<file path="src/rtl/register_file_pkg.sv">
// Shared constants and types for the RV32I integer register file.
// Imported by register_file and reg_scoreboard.
package register_file_pkg;

  localparam int DATA_WIDTH     = 32;
  localparam int NUM_REGS       = 32;
  localparam int REG_ADDR_WIDTH = $clog2(NUM_REGS);

  typedef logic [REG_ADDR_WIDTH-1:0] reg_addr_t;
  typedef logic [DATA_WIDTH-1:0]     data_t;

  // True when a live (non-x0) destination matches a source index.
  function automatic logic addr_hit(
    input reg_addr_t dst,
    input reg_addr_t src
  );
    return (dst != '0) && (dst == src);
  endfunction

endpackage

</file>
<file path="src/rtl/reg_scoreboard.sv">
// Per-register busy bits marking destinations of in-flight loads.
// Flush beats set, set beats clear; entry 0 never goes busy.
module reg_scoreboard
  import register_file_pkg::*;
#(
  parameter int NUM_REGS       = register_file_pkg::NUM_REGS,
  parameter int REG_ADDR_WIDTH = register_file_pkg::REG_ADDR_WIDTH
) (
  input  logic                      clk,
  input  logic                      rst_n,
  input  logic                      set_en,
  input  logic [REG_ADDR_WIDTH-1:0] set_addr,
  input  logic                      clr_en,
  input  logic [REG_ADDR_WIDTH-1:0] clr_addr,
  input  logic                      flush,
  input  logic [REG_ADDR_WIDTH-1:0] rd_addr_a,
  input  logic [REG_ADDR_WIDTH-1:0] rd_addr_b,
  output logic                      busy_a,
  output logic                      busy_b
);

  logic [NUM_REGS-1:0] busy_q;
  logic [NUM_REGS-1:0] busy_d;

  logic set_live;
  logic clr_live;

  assign set_live = set_en && (set_addr != '0);
  assign clr_live = clr_en && (clr_addr != '0);

  // Next busy vector: clear first so a same-index set overrides it.
  always_comb begin
    busy_d = busy_q;
    unique case (1'b1)
      flush: begin
        busy_d = '0;
      end
      default: begin
        if (clr_live) begin
          busy_d[clr_addr] = 1'b0;
        end
        if (set_live) begin
          busy_d[set_addr] = 1'b1;
        end
      end
    endcase
    busy_d[0] = 1'b0;
  end

  // Busy vector register.
  always_ff @(posedge clk or negedge rst_n) begin
    if (!rst_n) begin
      busy_q <= '0;
    end else begin
      busy_q <= busy_d;
    end
  end

  // Two lookups for the decode read ports.
  always_comb begin
    busy_a = busy_q[rd_addr_a];
    busy_b = busy_q[rd_addr_b];
  end

endmodule

</file>
<file path="src/rtl/register_file.sv">
// RV32I integer register file: 2 comb reads, 1 WB write, load scoreboard.
// Optional same-cycle WB bypass under `define REGFILE_BYPASS_EN.
module register_file
  import register_file_pkg::*;
#(
  parameter int NUM_REGS       = register_file_pkg::NUM_REGS,
  parameter int REG_ADDR_WIDTH = register_file_pkg::REG_ADDR_WIDTH
) (
  input  logic                      clk,
  input  logic                      rst_n,
  input  logic                      RF_we_i,
  input  logic [REG_ADDR_WIDTH-1:0] RF_rd_addr_i,
  input  logic [DATA_WIDTH-1:0]     RF_wb_data_i,
  input  logic [REG_ADDR_WIDTH-1:0] RF_rs1_addr_i,
  input  logic [REG_ADDR_WIDTH-1:0] RF_rs2_addr_i,
  output logic [DATA_WIDTH-1:0]     RF_rs1_data_o,
  output logic [DATA_WIDTH-1:0]     RF_rs2_data_o,
  input  logic                      RF_busy_set_i,
  input  logic [REG_ADDR_WIDTH-1:0] RF_busy_addr_i,
  input  logic                      RF_flush_i,
  output logic                      RF_rs1_busy_o,
  output logic                      RF_rs2_busy_o
);

  logic [DATA_WIDTH-1:0] regs_q [NUM_REGS];

  logic wr_live;
  logic rs1_zero;
  logic rs2_zero;
  logic rs1_byp;
  logic rs2_byp;
  logic sb_busy1;
  logic sb_busy2;

  assign wr_live  = RF_we_i && (RF_rd_addr_i != '0);
  assign rs1_zero = (RF_rs1_addr_i == '0);
  assign rs2_zero = (RF_rs2_addr_i == '0);

`ifdef REGFILE_BYPASS_EN
  assign rs1_byp = RF_we_i && addr_hit(RF_rd_addr_i, RF_rs1_addr_i);
  assign rs2_byp = RF_we_i && addr_hit(RF_rd_addr_i, RF_rs2_addr_i);
`else
  assign rs1_byp = 1'b0;
  assign rs2_byp = 1'b0;
`endif

  // Data array: WB write, x0 never written.
  always_ff @(posedge clk or negedge rst_n) begin
    if (!rst_n) begin
      for (int i = 0; i < NUM_REGS; i++) begin
        regs_q[i] <= '0;
      end
    end else if (wr_live) begin
      regs_q[RF_rd_addr_i] <= RF_wb_data_i;
    end
  end

  // Read port 1: x0 is hardwired, bypass beats the array.
  always_comb begin
    RF_rs1_data_o = '0;
    unique case (1'b1)
      rs1_zero: RF_rs1_data_o = '0;
      rs1_byp:  RF_rs1_data_o = RF_wb_data_i;
      default:  RF_rs1_data_o = regs_q[RF_rs1_addr_i];
    endcase
  end

  // Read port 2: same priority as port 1.
  always_comb begin
    RF_rs2_data_o = '0;
    unique case (1'b1)
      rs2_zero: RF_rs2_data_o = '0;
      rs2_byp:  RF_rs2_data_o = RF_wb_data_i;
      default:  RF_rs2_data_o = regs_q[RF_rs2_addr_i];
    endcase
  end

  reg_scoreboard #(
    .NUM_REGS       (NUM_REGS),
    .REG_ADDR_WIDTH (REG_ADDR_WIDTH)
  ) u_sb (
    .clk       (clk),
    .rst_n     (rst_n),
    .set_en    (RF_busy_set_i),
    .set_addr  (RF_busy_addr_i),
    .clr_en    (RF_we_i),
    .clr_addr  (RF_rd_addr_i),
    .flush     (RF_flush_i),
    .rd_addr_a (RF_rs1_addr_i),
    .rd_addr_b (RF_rs2_addr_i),
    .busy_a    (sb_busy1),
    .busy_b    (sb_busy2)
  );

  // Busy outputs: a bypassed operand is already available.
  always_comb begin
    RF_rs1_busy_o = sb_busy1 && !rs1_byp;
    RF_rs2_busy_o = sb_busy2 && !rs2_byp;
  end

endmodule

</file>
<file path="config.mk">
export PLATFORM = sky130hd
export DESIGN_NAME = register_file
export DESIGN_NICKNAME = d
export VERILOG_FILES = /design/src/rtl/register_file_pkg.sv /design/src/rtl/reg_scoreboard.sv /design/src/rtl/register_file.sv
export SDC_FILE = /design/constraint.sdc
export NUM_CORES = 2
export LEC_CHECK = 0
export BUFFER_PORTS_ARGS = -buffer_cell sky130_fd_sc_hd__buf_2
export CORE_MARGIN = 2
export CORE_UTILIZATION = 54
export CTS_CLUSTER_DIAMETER = 120
export DETAILED_ROUTE_END_ITERATION = 7
export PLACE_DENSITY_LB_ADDON = 0.2
export REMOVE_ABC_BUFFERS = 1
export SKIP_LAST_GASP = 1
export SYNTH_ARGS = -nofsm -noshare
export SYNTH_HDL_FRONTEND = slang
export SYNTH_HIERARCHICAL = 1
export SYNTH_SLANG_ARGS = --single-unit
</file>
<file path="constraint.sdc">
create_clock -name clk -period 1.6 [get_ports clk]
set_input_delay 0.08 -clock clk [delete_from_list [all_inputs] [get_ports clk]]
set_output_delay 0.08 -clock clk [all_outputs]
set_load 0.005 [all_outputs]
</file>
==> impl_metrics.ini <==
[synth]
syn_area_mm2 = 0.0563
yosysSeqAreaShare_pct = 46.9
ys_seq_elements = 1055
async_reset_ff_share_pct = 100
synth_edf_count = 0
netlist_instances = 3851
synth_ff_type = dfrtp_1
syn_avg_cell_area_um2 = 14.6
yosysWarnings = 6
synth_cell_types = 39

[sta]
worstMarginPinSlew_ps = 1020
clock_skew_ps = 0
hold_violations = 0
fmax_mhz = 396
fin_crit_sh_pct = 158
setup-violations-final = 66
period_needed_ps = 2520
slew_headroom_pct = 32.0
fin_hold_ws_ps = 34.4
rsz0062_at_grt = true
postLayoutSetupSlackWorst_ps = -924
drv_slew = 0

[clocking]
htree_levels = 3
clkTransAtPathRegs_ps = 60
cts_root_buf = clkbuf_16
clkSinkCount = 1055
clockBufferDepth = 3
insertion_delay_ps = 720
cts_made_buffers = 111
cts_tree = yes

[layout]
fillers = 7095
fin_nets = 4340
drive_gt1_share_pct = 61.2
final_area_mm2 = 0.0692
area_delta_synth_final_pct = 22.8
stdcell_count = 5758

[global_routing]
grt_pass1_vias = 40518
grt_usage_pct = 34.0
grt_max_degree = 90
grt_overflow = 0
grt_pass1_wl_um = 269000
grt_antenna_before_repair = 4

[routing]
vias = 39066
drt_pass1_iterations = 7
avgRoutedWirePerCell_um = 31.3
routed_wl_um = 180000
avgViaCountPerCell = 6.78
dr.first_iter.drc_count = 3478
drcViolationCount = 0
ant_nets = 0

[status]
status = finished with violations
violations = setup timing

[worst_setup_path]
path_max_fanout = 3
crit_arrival_ps = 2440
critPathLaunchType = flip-flop
worstSetupPathType = flip-flop to primary output
cp.required_ps = 1520
cp-end-kind = primary output

[pwr]
vdd_drop_max_mv = 1.11
finalPower_mw = 80.9
p_leak_nw = 30.1
powerDensity_mw_per_mm2 = 1170

[floorplanning]
dieArea_mm2 = 0.107
num_io_pins = 123
start_util_pct = 54.4
fp.dieH_um = 327
rows = 118
fp.dieW_um = 327
core_mm2 = 0.103

[place]
placedCellCount = 5501
io_buffers = 122
gp_congestion = 0.870
placed_area_mm2 = 0.0633
dpl.hpwl_um = 118000

[worst_hold_path]
hp-class = primary input to flip-flop

[job]
max_cap_viol_count = 0
==> Yosys cell counts, drive strengths merged, types with 4 or more instances <==
| cell | instances | area share, % |
|---|---|---|
| nor2b | 76 | 0.84 |
| dfrtp | 1055 | 47 |
| nand3 | 11 | 0.098 |
| a21oi | 37 | 0.33 |
| mux2 | 1056 | 21 |
| a22oi | 68 | 0.91 |
| buf | 215 | 2.0 |
| clkbuf | 228 | 1.5 |
| or3 | 4 | 0.044 |
| a221oi | 46 | 0.72 |
| nor3b | 6 | 0.080 |
| nor2 | 27 | 0.18 |
| inv | 4 | 0.027 |
| nand2 | 86 | 0.57 |
| mux2i | 146 | 2.6 |
| o21ai | 141 | 1.3 |
| a311oi | 64 | 0.99 |
| nand3b | 5 | 0.067 |
| mux4 | 454 | 18 |
| nand2b | 9 | 0.10 |
| o2111ai | 20 | 0.31 |
| nor3 | 4 | 0.036 |
| a211oi | 66 | 0.88 |
==> metrics by stage <==
stage | util (%) | setup slack [ps] | TNS, ps
6_report | 66.9 | -924 | -50960
4_1_cts | 66.4 | -925 | -52630
3_5_place_dp | 61.2 | -893 | -90500
3_3_place_gp | 61.2 | -891 | -85800
2_1_floorplan | - | -1420 | -414980
5_1_grt | 66.9 | -983 | -55150
==> report_power, final <==
group | switching (mW) | leakage, nW | total (mW) | internal, mW
clock network | 11.2 | 1.92 | 27.5 | 16.3
logic | 7.08 | 14.7 | 18.1 | 11.0
registers | 3.67 | 13.6 | 35.3 | 31.6
total | 21.9 | 30.1 | 80.9 | 59.0
==> critical path: stages, from the launching register on <==
cell and delay (ps):
dfrtp_1 390, mux4_2 470, mux2_4 290, o21ai_2 130
a311oi_1 90, buf_4 250, buf_2 120
==> final cells by class <==
class	count	area, um^2	area share [%]
antenna	1	2.50	0.00362
clock buffer	165	3330	4.82
clock inverter	42	561	0.810
inverter	4	20.0	0.0289
multi-input combinational	2349	29600	42.8
sequential	1055	26400	38.1
tap	1380	1730	2.49
timing repair buffer	762	7560	10.9
==> path summary, 6_finish.rpt <==
path / start / to / slack [ps] / cells after the start
max in group asynchronous: rst_n / regs_q[982] / 320 / 3
worst max-delay path: regs_q[823] / RF_rs1_data_o[23] / -920 / 6
worst max register to register: regs_q[656] / regs_q[656] / 510 / 4
worst min register to register: regs_q[993] / regs_q[993] / 400 / 0
min in group asynchronous: rst_n / regs_q[965] / 110 / 3
worst min-delay path: RF_wb_data_i[21] / regs_q[693] / 30 / 2
==> per-layer routing <==
layer	up-vias	track usage, %	wire, um
met5	-	0	13
met3	477	7.24	14300
met4	2	14.1	8640
met2	1766	53.2	84000
li1	15815	-	-
met1	21006	46.5	72900
==> what timing repair did <==
| action | CTS | global route |
|---|---|---|
| hold buffers | 40 | 1 |
| setup endpoints to repair | 66 | 73 |
| pin swaps | 70 | 63 |
| setup buffers | 18 | 17 |
| hold endpoints to repair | 1724 | 6 |
| resized for setup | 302 | 77 |
==> cells by family after synthesis <==
family | synth area share [%]
multiplexers | 41.8
buffers and inverters | 3.58
AO/OA/AOI/OAI | 5.41
flip-flops | 46.9
AND/OR/NAND/NOR | 2.31
==> cell usage in the layout (no fill, tap or decap), drive strengths merged, types with 9 or more instances in the layout <==
cell type    count
mux2          1056
dfrtp         1055
buf            722
mux4           454
clkbuf         165
mux2i          146
o21ai          141
nand2           86
nor2b           76
a22oi           68
a211oi          66
a311oi          64
a221oi          46
dlygate4sd3     40
a21oi           37
nor2            27
clkinv          23
o2111ai         20
bufinv          12
nand3           11
nand2b           9
==> flip-flops by register name (all words and copies together) (netlist names) <==
| register | flops |
|---|---|
| regs_q | 1024 |
| u_sb/busy_q | 31 |
Note: power is estimated with default switching activity, not from simulation.
